--- config.mk ---
export PLATFORM = sky130hd
export DESIGN_NAME = quad_encoder_channel
export DESIGN_NICKNAME = d
export VERILOG_FILES = /design/src/rtl/quad_encoder_channel.sv
export SDC_FILE = /design/constraint.sdc
export NUM_CORES = 1
export LEC_CHECK = 0
export ABC_CLOCK_PERIOD_IN_PS = 2400
export BUFFER_PORTS_ARGS = -buffer_cell sky130_fd_sc_hd__buf_2
export CORE_MARGIN = 3
export CORE_UTILIZATION = 48
export DETAILED_ROUTE_END_ITERATION = 6
export MAX_ROUTING_LAYER = met4
export PLACE_DENSITY = 0.72
export REMOVE_ABC_BUFFERS = 1
export SLEW_MARGIN = 20
export SYNTH_ARGS = -nofsm -noshare
export SYNTH_HDL_FRONTEND = slang
export SYNTH_SLANG_ARGS = --single-unit
--- constraint.sdc ---
create_clock -name clk -period 2.4 [get_ports clk]
set_input_delay 0.48 -clock clk [delete_from_list [all_inputs] [get_ports clk]]
set_output_delay 0.48 -clock clk [all_outputs]
set_load 0.05 [all_outputs]
--- src/rtl/quad_encoder_channel.sv ---
// One rotary-encoder channel: sync, debounce, x1 quadrature decode and
// an up/down value register that feeds a PWM duty input.
module quad_encoder_channel #(
    parameter int WIDTH           = 8,
    parameter int DEBOUNCE_CYCLES = 4,
    parameter int STEP            = 1,
    parameter bit SATURATE        = 1'b0
) (
    input  logic             clk,
    input  logic             reset,
    input  logic             enc_a,
    input  logic             enc_b,
    output logic [WIDTH-1:0] value,
    output logic             step_up,
    output logic             step_dn,
    output logic             a_clean,
    output logic             b_clean
);

    localparam int CW = (DEBOUNCE_CYCLES > 1) ? $clog2(DEBOUNCE_CYCLES) : 1;
    localparam logic [CW-1:0]  CNT_LAST = CW'(DEBOUNCE_CYCLES - 1);
    localparam logic [WIDTH:0] STEP_X   = (WIDTH + 1)'(STEP);
    localparam logic [WIDTH-1:0] V_MAX  = '1;

    logic          a_s1_q, a_s2_q, b_s1_q, b_s2_q;
    logic [CW-1:0] a_cnt_q, a_cnt_d, b_cnt_q, b_cnt_d;
    logic          a_clean_q, a_clean_d, b_clean_q, b_clean_d;
    logic          a_prev_q, b_prev_q;
    logic [WIDTH-1:0] value_q, value_d;
    logic          up_q, up_d, dn_q, dn_d;
    logic          a_rise;
    logic [WIDTH:0] sum_up, sum_dn;

    always_ff @(posedge clk) begin
        if (reset) begin
            a_s1_q <= 1'b0;
            a_s2_q <= 1'b0;
            b_s1_q <= 1'b0;
            b_s2_q <= 1'b0;
        end else begin
            a_s1_q <= enc_a;
            a_s2_q <= a_s1_q;
            b_s1_q <= enc_b;
            b_s2_q <= b_s1_q;
        end
    end

    // A new level is accepted only after it has held for DEBOUNCE_CYCLES samples
    always_comb begin
        a_cnt_d   = a_cnt_q;
        a_clean_d = a_clean_q;
        if (a_s2_q == a_clean_q) begin
            a_cnt_d = '0;
        end else if (a_cnt_q == CNT_LAST) begin
            a_clean_d = a_s2_q;
            a_cnt_d   = '0;
        end else begin
            a_cnt_d = a_cnt_q + 1'b1;
        end
    end

    always_comb begin
        b_cnt_d   = b_cnt_q;
        b_clean_d = b_clean_q;
        if (b_s2_q == b_clean_q) begin
            b_cnt_d = '0;
        end else if (b_cnt_q == CNT_LAST) begin
            b_clean_d = b_s2_q;
            b_cnt_d   = '0;
        end else begin
            b_cnt_d = b_cnt_q + 1'b1;
        end
    end

    always_ff @(posedge clk) begin
        if (reset) begin
            a_cnt_q   <= '0;
            b_cnt_q   <= '0;
            a_clean_q <= 1'b0;
            b_clean_q <= 1'b0;
            a_prev_q  <= 1'b0;
            b_prev_q  <= 1'b0;
        end else begin
            a_cnt_q   <= a_cnt_d;
            b_cnt_q   <= b_cnt_d;
            a_clean_q <= a_clean_d;
            b_clean_q <= b_clean_d;
            a_prev_q  <= a_clean_q;
            b_prev_q  <= b_clean_q;
        end
    end

    // x1 decode: only a rising clean A counts; B level picks the direction
    always_comb begin
        a_rise  = a_clean_q & ~a_prev_q;
        up_d    = a_rise & ~b_clean_q;
        dn_d    = a_rise & b_clean_q;
        sum_up  = {1'b0, value_q} + STEP_X;
        sum_dn  = {1'b0, value_q} - STEP_X;
        value_d = value_q;
        if (up_d) begin
            if (SATURATE && sum_up[WIDTH]) value_d = V_MAX;
            else value_d = sum_up[WIDTH-1:0];
        end else if (dn_d) begin
            if (SATURATE && sum_dn[WIDTH]) value_d = '0;
            else value_d = sum_dn[WIDTH-1:0];
        end
    end

    always_ff @(posedge clk) begin
        if (reset) begin
            value_q <= '0;
            up_q    <= 1'b0;
            dn_q    <= 1'b0;
        end else begin
            value_q <= value_d;
            up_q    <= up_d;
            dn_q    <= dn_d;
        end
    end

    // b_prev_q is kept for debug symmetry; B edges never step
    logic unused_b_prev;
    assign unused_b_prev = b_prev_q;

    assign value   = value_q;
    assign step_up = up_q;
    assign step_dn = dn_q;
    assign a_clean = a_clean_q;
    assign b_clean = b_clean_q;

endmodule

-- After elaboration in Yosys (flattened, before gate mapping)
Cells that the tools add are included.
- output and inout bits: 12
- bits in registers: 21
- bits of input ports: 4
- word-level logic and storage cells: 34
- add/sub/neg operators: 4
- muxes and demuxes: 2
- reduce and logical (&&, ||, !) cells: 5
- equal/unequal tests: 4
- bitwise logic cells: 7
- operator list (kind ; count):
    $mux 8 ; 2
    $add 8x1->8 const B ; 1
    $sub 8x1->8 const B ; 1
    $reduce_or 3->1 ; 2
    $add 2x1->2 const B ; 2
    $eq 2x2->1 const B ; 2
    $not 1->1 ; 4
    $reduce_and 2->1 ; 2
    $and 1x1->1 ; 3
    $eq 1x1->1 ; 2
    $reduce_bool 2->1 ; 1

-- Longest topological paths before layout
Gate-level depths: netlist of run 1.
- word-level depth: 5
- gate-level depth with buffers: 9
- depth with buffers taken out: 8

-- Worst setup path after synthesis of run 1
OpenSTA, ideal clock, no wires.
- path kind: register to register
- start point: register a_clean_q, in the netlist a_clean
- end point: register value_q[7], in the netlist value[7]
- arrival time: 2.625 ns
- period minus slack after synthesis: 2.749 ns
- cell stages (with the launch flop): 10
- buffers on the path: 1
- data required time: 2.277 ns
- setup time: 0.123 ns
- path slack: -0.349 ns
- cells stage by stage: dfxtp_1 -> nor2b_1 -> buf_2 -> nand2b_1 -> ha_1 -> a21o_1 -> a31o_1 -> a21oi_2 -> mux2i_1 -> mux2_1
- longest elaborated chain between the ends: 3
- elaborated cells on any way between the ends: 5
- classes of those cells: mux (1); bitwise (3); reduce/logical (1)
- ends and longest elaborated chain (item ; line ; RTL):
    start, declared ; 27 ; logic a_clean_q, a_clean_d, b_clean_q, b_clean_d;
    start signal, assigned ; 86 ; a_clean_q <= a_clean_d;
    $and 1x1->1 (*) ; 95 ; a_rise = a_clean_q & ~a_prev_q;
    $and 1x1->1, on equally long branches ; 96, 97 ;
    $mux 8 or $reduce_bool 2->1 (tied branches) ; n/a ;
    end signal, assigned ; 116 ; value_q <= value_d;
    end, declared ; 29 ; logic [WIDTH-1:0] value_q, value_d;
Mark *: on every way between the ends. The rest lies on a longest branch, timed or not.
A chain may end at the register's enable or synchronous reset.

-- Final worst setup path of run 1
Same ends and word-level chain as after synthesis.

==> results of run 1 <==
critical path, cell delays in order (launching register included):
cell and delay, ps:
sky130_fd_sc_hd__dfxtp_1 340, sky130_fd_sc_hd__nor2b_2 160, sky130_fd_sc_hd__nand2b_1 150, sky130_fd_sc_hd__buf_4 190
sky130_fd_sc_hd__ha_1 330, sky130_fd_sc_hd__a21oi_1 160, sky130_fd_sc_hd__nand2_1 130, sky130_fd_sc_hd__a21oi_2 170
sky130_fd_sc_hd__mux2i_1 210, sky130_fd_sc_hd__mux2_1 330
routing by layer:
metal	up-vias	share of wire [%]	global-route usage (%)
met5	-	0	-
met4	0	2.6	10.8
met3	4	3.9	3.50
met2	16	47	24.7
met1	352	46	19.5
li1	390	-	-
worst max-delay path by stage:
stage                               startpoint                     to  cells after the start
after global placement    a_clean$_SDFFE_PP0P_  value[7]$_SDFFE_PP0P_                      9
after global routing      a_clean$_SDFFE_PP0P_  value[7]$_SDFFE_PP0P_                      9
after CTS                 a_clean$_SDFFE_PP0P_  value[7]$_SDFFE_PP0P_                      9
after floorplan           a_clean$_SDFFE_PP0P_  value[7]$_SDFFE_PP0P_                      8
final                     a_clean$_SDFFE_PP0P_  value[7]$_SDFFE_PP0P_                      9
after detailed placement  a_clean$_SDFFE_PP0P_  value[7]$_SDFFE_PP0P_                      9
synth_stat cells (2+ instances only):
master / count
sky130_fd_sc_hd__a21o_1: 3
sky130_fd_sc_hd__a21oi_1: 5
sky130_fd_sc_hd__a31oi_1: 2
sky130_fd_sc_hd__clkbuf_1: 3
sky130_fd_sc_hd__dfxtp_1: 21
sky130_fd_sc_hd__ha_1: 8
sky130_fd_sc_hd__inv_1: 3
sky130_fd_sc_hd__mux2i_1: 4
sky130_fd_sc_hd__nand2_1: 11
sky130_fd_sc_hd__nand2b_1: 2
sky130_fd_sc_hd__nand3_1: 2
sky130_fd_sc_hd__nor2_1: 9
sky130_fd_sc_hd__nor2b_1: 7
sky130_fd_sc_hd__nor3_1: 2
sky130_fd_sc_hd__nor4b_1: 2
sky130_fd_sc_hd__or3_1: 2
sky130_fd_sc_hd__xnor2_1: 5
sky130_fd_sc_hd__xor2_1: 2
cells by family after synthesis:
kind of cell	count (synthesis)
and+or+nand+nor	39
DFF	21
AOI/OAI and AO/OA	15
adders and majority gates	9
xor gates and xnor gates	7
buffers and inverters	7
muxes	5
power by group through the flow:
stage / combinational (mW) / clock (mW) / sequential (mW)
after floorplan: 0.00596 / 0 / 0.362
after global placement: 0.0133 / 0 / 0.362
after detailed placement: 0.0140 / 0 / 0.362
after CTS: 0.0139 / 0.179 / 0.354
after global routing: 0.0162 / 0.191 / 0.355
final: 0.0138 / 0.171 / 0.354
stage by stage:
stage	total power, mW	TNS, ps
detailed placement	0.376	0
global route	0.562	-0.569
floorplan	0.368	-1260
global placement	0.375	0
CTS	0.547	0
finish	0.539	0
cell type report:
| class | count | area (um2) |
|---|---|---|
| Clock buffer | 3 | 22.5 |
| Clock inverter | 1 | 5.00 |
| Fill cell | 167 | 687 |
| Inverter | 3 | 11.3 |
| Multi-Input combinational cell | 75 | 531 |
| Sequential cell | 21 | 420 |
| Tap cell | 25 | 31.3 |
| Timing Repair Buffer | 20 | 113 |
state kept, by name (all words and copies together) (netlist names):
name and flops:
b_clean 1, b_s1_q 1, a_cnt_q 2, b_s2_q 1, step_dn 1, value 8
step_up 1, a_s2_q 1, b_cnt_q 2, a_s1_q 1, a_clean 1, a_prev_q 1
what timing repair did:
action	4_1_cts	5_1_grt
resized for setup	0	1
endpoints found under the setup margin	0	1
setup buffers	0	1
hold buffers	0	0
endpoints found under the hold margin	0	0
==> summary by stage, run 1 <==
Status
The flow ran to the end, and the final reports show no timing, DRC or antenna violations.

Yosys
The synthesized netlist devotes about a tenth of its cell area to compound gates. The most used flip-flop cell after synthesis is sky130_fd_sc_hd__dfxtp_1. The average instance in the mapped netlist occupies around 9.5 um2.

The count of state elements after synthesis is 21. The number of warnings printed during yosys synthesis is 0. Of all cell types, the one taking the most synthesized area is sky130_fd_sc_hd__dfxtp_1.

The post-synthesis cell count is 103. Of the synthesized area, sequential elements account for 43.1%. The share of synthesized area in the top cell type comes to a little over two fifths. The proportion of register bits with asynchronous set or reset after synthesis is 0%.

By area, the combinational part of the netlist is dominated by simple AND/OR/NAND/NOR gates. Summing the areas of all and, or, nand and nor instances in the mapped netlist gives 20.3% of the synthesized area. The count of cell types in the netlist is 28. The mux share of post-synthesis cell area is under 10%. By area the synthesized netlist is led by sky130_fd_sc_hd__dfxtp_1, sky130_fd_sc_hd__ha_1, sky130_fd_sc_hd__nor2b_1. The post-synthesis share of cell area spent on full adders, half adders and majority gates is between 10% and 20%. The netlist area before placement is about 980 um2. The parity-gate share of the synthesized area counting xor and xnor cells is roughly 6.3%. The number of synthesized flops with an enable pin is 0.

Routing
The initial DRC count is 8. The vias after detailed routing is roughly 760. The number of nets with antenna violations after detailed routing is 0.

The final wirelength is between 1.5 and 2 mm. The routed via count divided by cell count is around 5. The first-pass iteration count of the detailed router is 4. The routed length per instance is around 12 um.

For this run, design rule violations remaining after detail routing come to 0.

Clock tree
After clock tree synthesis, the clock-pin slew on the worst setup and hold paths is roughly 120 ps. CTS built an H-tree with a depth of 1. In this run, CTS created clock tree buffers numbering 3. The longest clock path from root to sink contains 2 buffers.

The later-pin clock latency in the skew report is 310 ps. Clock tree synthesis found a total of 21 sinks. The CTS root buffer is sky130_fd_sc_hd__clkbuf_4.

The TritonCTS clock tree is built.

Worst setup path
The worst setup path is launched from a flop. The worst setup path category is flop to flop. At the worst endpoint, the required time is between 2000 and 3000 ps. The worst setup slack for register-to-register paths is approximately 120 ps. For the worst setup path, the data arrival time is between 2000 and 2500 ps. The worst setup path is captured at a flop. The largest fanout on the critical path is 5. The terminus of the critical flop-to-flop path is value[7]$_SDFFE_PP0P_.

The startpoint of the most critical register-to-register path is a_clean$_SDFFE_PP0P_. The cell count of the worst reg-to-reg path is 9.

Final layout
The layout cell share with drive strength beyond 1 is between 20% and 30%. The top cell types in the final layout, fill and taps aside, are sky130_fd_sc_hd__dfxtp_1, sky130_fd_sc_hd__buf_2, sky130_fd_sc_hd__nand2_1. After the last flow step, the layout net total stands at 137. After routing the design area is 1130 um2. The final core utilization is a little over 60%. The final cell count without fillers is approximately 150. Compared with the post-synthesis result, the final layout area differs by 16.2%. Leaving out fill and tap cells, the most frequent cell in the layout is sky130_fd_sc_hd__dfxtp_1. The number of inserted diodes is 0.

Global route
For this run, the total global-route usage over all layers was measured as between 10% and 20%. The global-route wire length before repair is roughly 3.1 mm. The total overflow reported by the global router is 0. The pin count of the biggest net entering global routing is 23. The initial antenna violation count is 0. The via count of the first global-routing pass is just over 700.

STA
The number of slew-limit violations in the final report was 0. The hold violation count in the final report came to 0. The transition at the pin with the smallest max-transition slack is a little under 400 ps. The final setup slack of the worst path is between 100 and 150 ps. Hold timing on the final database bottoms out at a slack of 373 ps. The fmax is 0.439 GHz. The final clock skew is between 5 and 6 ps.

The period utilization is 94.9%. After layout, the minimum clock period comes to between 2000 and 2500 ps. In this run the tightest slew margin relative to its limit is roughly three quarters.

Setup violations remaining at the end of the flow were counted as 0.

Floorplanning
The die is between 50 and 60 um wide. In this run the standard cell core region covers about 1800 um2. The number of placement rows is 15. In this run the count of I/O pins placed on the die edge is 16. The starting density of the core is ~54%. In this run the vertical extent of the chip is about 50 um. The die covers about 2600 um2.

Place
The sum of net half-perimeters after detailed placement is roughly 1.3 mm. The placed instances occupy a cell area of around 1100 um2. The congestion estimate from routability-driven global placement came to between 0.8 and 0.9. The number of input and output port buffers inserted is 15.

The number of placed cells counting well taps is 143. The pre-CTS setup slack is between 100 and 150 ps.

Power
The sequential share of power is 65.8%. Per report_power, the combinational group accounts for 2.6% of the total. The clock network fraction of design power is 31.7%. The reported net switching power is ~120 uW.

The static leakage power is ~0.53 nW. The power per cell area is 475 nW/um2. The internal portion of the total power is 420 uW. The worst IR drop on VDD is around 0.00045 V. Of the total power, the share spent switching nets is a little over a fifth.

Min path
The path class of the tightest hold or removal check is primary input to flop. Along the worst hold path, the cell count comes to 2. The start point of the worst min-delay path is enc_b. The end point of the worst hold path is b_s1_q$_SDFF_PP0_.

Run
Max-cap violations in this run came to 0.
Note: power is estimated with default switching activity, not from simulation.
==> run 2, diff against run 1 <==
--- a/config.mk
+++ b/config.mk
@@ -12,6 +12,7 @@
 export DETAILED_ROUTE_END_ITERATION = 6
 export MAX_ROUTING_LAYER = met4
 export PLACE_DENSITY = 0.72
+export RECOVER_POWER = 50
 export REMOVE_ABC_BUFFERS = 1
 export SLEW_MARGIN = 20
 export SYNTH_ARGS = -nofsm -noshare
==> run 2 against run 1 <==
  * Clock power barely moved
  * Largest cell class unchanged
  * Worst setup slack gained 4.3 ps
  * Final cell count is the same
  * Power hardly changed
  * Clock skew about the same
  * Critical path depth is the same
  * Utilization down 0.21 points
  * Sequential power hardly changed
  * Non-clock buffer count unchanged
  * Count of clock-buffer cells in the layout did not move
  * Sequential cell count stayed put
  * Largest power group unchanged
  * Global-route usage unchanged
==> summary by stage, run 2 (synthesis gave the netlist of run 1 again) <==
Floorplanning
The die covers between 2000 and 3000 um2. The starting density of the core is 53.6%. The total area inside the core boundary comes to 1820 um2. 16 I/O pins were placed. From bottom edge to top edge, the die measures 51.1 um. The number of placement rows is 15. Measured along the x axis, the die boundary spans just over 50 um.

Global route
The total overflow reported by the global router is 0. The first global-routing pass estimated around 3.1 mm of wire. The initial antenna violation count is 0. Global routing used ~16% of the available tracks. The via count of the first global-routing pass was around 710.

Entering global routing, the biggest net connects 23 pins.

Routing
The routed via count divided by cell count is between 5 and 6. The final wirelength is around 1.7 mm. Once detail routing completed, the nets flagged for antenna violations numbered 0.

For this block, the initial DRC count from the detailed router was 7. The post-route DRC violation count is 0. The routed length per instance is between 10 and 15 um.

The vias after detailed routing is 761. The first-pass iteration count of the detailed router is 4.

Place
The number of placed cells counting well taps is between 100 and 150. The placement-stage cell area is ~1100 um2. Summed over all nets, the half-perimeter wirelength after detailed placement is ~1.3 mm.

The routability congestion estimate is around 0.8. Buffers placed on the I/O ports in this run total 15.

Clock tree
Clock latency on the worst-skew pair, taken at its later pin, is 310 ps. No sink is reached through more buffers than the 2 on the longest clock path. The TritonCTS buffer count is 3.

CTS placed an instance of sky130_fd_sc_hd__clkbuf_4 at the clock tree root. After clock tree synthesis, the clock-pin slew on the worst setup and hold paths is between 100 and 150 ps. The count of clock tree sinks is 21.

After clock tree synthesis, the flow added hold-fix buffers numbering 0. TritonCTS built the clock tree. The H-tree level count is 1.

Final layout
The register with the most flip-flops in the layout has 8 of them. After routing the design area is approximately 1100 um2. The number of nets at the end of the flow is between 100 and 150. The post-route netlist has 19.5% of its cells at a drive strength greater than 1. The final core utilization is just over 60%. The number of antenna diodes in the final layout is 0. For this run, the number of standard cells in the final layout without fillers is between 100 and 150. The top cell types in the final layout, fill and taps aside, are sky130_fd_sc_hd__dfxtp_1, sky130_fd_sc_hd__buf_2, sky130_fd_sc_hd__nand2_1. Compared with the post-synthesis result, the final layout area differs by 15.8%. The library cell used most frequently in the layout, excluding fill and tap cells, is sky130_fd_sc_hd__dfxtp_1.

Min path
In this run the most critical hold path is launched from enc_b. Along the worst hold path, the cell count comes to 2. The path with the worst hold slack has its endpoint at b_s1_q$_SDFF_PP0_. The worst hold path belongs to the class primary input to flop.

Power
The analysis attributes to cell leakage a power of roughly 0.5 nW. The total power after layout is approximately 540 uW. The worst IR drop on VDD is between 0.0004 and 0.0005 V. Power spread over the standard cell area amounts to between 400 and 500 nW/um2.

Worst setup path
Across all register-to-register paths, the minimum setup slack is roughly 130 ps. The startpoint identified for the worst register-to-register timing path is a_clean$_SDFFE_PP0P_. In this run the worst path has a maximum fanout of 5. The worst setup path is launched from a flop. The most critical setup path has its startpoint at a_clean$_SDFFE_PP0P_. The worst setup path category is flop to flop. The worst endpoint required time is 2610 ps. The number of cells on the worst reg-to-reg path is 9.

The terminus of the critical flop-to-flop path is value[7]$_SDFFE_PP0P_. The element type at the critical path end is a flop. STA puts the critical path data arrival time at 2480 ps.

STA
At the pin with the least slew margin, the transition time is about 920 ps. The number of slew-limit violations in the final report was 0. The final clock skew is roughly 4.9 ps.

In the finished design, the share of the clock period the worst path needs comes to ~95%. The final-report setup violation count is 0. Hold is met by roughly 380 ps. The fmax is roughly 0.44 GHz.

The hold violation count in the final report was 0. Counting I/O delays and the setup requirement, the final critical path takes ~2300 ps. The normalized max-slew margin is between 30% and 40%.

Status
The run finished with clean final reports.

Run
Across the run, the number of max-cap violations was 0.
## run 2: critical path, stage by stage (launching register included)
cell and delay [ps]:
sky130_fd_sc_hd__dfxtp_1 340, sky130_fd_sc_hd__nor2b_2 160, sky130_fd_sc_hd__nand2b_1 150, sky130_fd_sc_hd__buf_4 190, sky130_fd_sc_hd__ha_1 330, sky130_fd_sc_hd__a21oi_1 160, sky130_fd_sc_hd__nand2_1 130, sky130_fd_sc_hd__a21oi_2 170
sky130_fd_sc_hd__mux2i_1 210, sky130_fd_sc_hd__mux2_1 330
## run 2: worst max path at each step
| stage | end | slack (ps) | depth (start not counted) |
|---|---|---|---|
| floorplan | value[7]$_SDFFE_PP0P_ | -550 | 8 |
| global placement | value[7]$_SDFFE_PP0P_ | 220 | 9 |
| detailed placement | value[7]$_SDFFE_PP0P_ | 130 | 9 |
| CTS | value[7]$_SDFFE_PP0P_ | 120 | 9 |
| global route | value[7]$_SDFFE_PP0P_ | -0.6 | 9 |
| finish | value[7]$_SDFFE_PP0P_ | 130 | 9 |
## run 2: routing by layer
layer / GRT usage [%] / part of all wire [%]
met5: - / 0
met4: 10.8 / 2.6
met3: 3.50 / 4.0
met2: 24.7 / 47
met1: 19.5 / 46
## run 2: layout make-up
cell class	instances	area (um2)
inverter	3	11.3
clock inverter	1	5.00
multi-input combinational	75	531
clock buffer	3	22.5
sequential	21	420
timing repair buffer	20	109
tap	25	31.3
fill	170	691
## run 2: through the flow
stage	setup slack, ps	TNS [ps]
after global routing	-0.573	-0.573
after detailed placement	133	0
after CTS	118	0
after global placement	222	0
final	128	0
after floorplan	-553	-1260
## run 2: timing repair
item	CTS	global route
endpoints found under the hold margin	0	0
endpoints found under the setup margin	0	1
resized for setup	0	1
setup buffers	0	1
## run 2: power by group
group          switching, mW  internal (mW)  leakage [nW]  total (mW)
registers            0.00167          0.353         0.170       0.354
clock network          0.108         0.0622        0.0177       0.170
logic                0.00833        0.00533         0.326      0.0137
total                  0.118          0.420         0.514       0.538
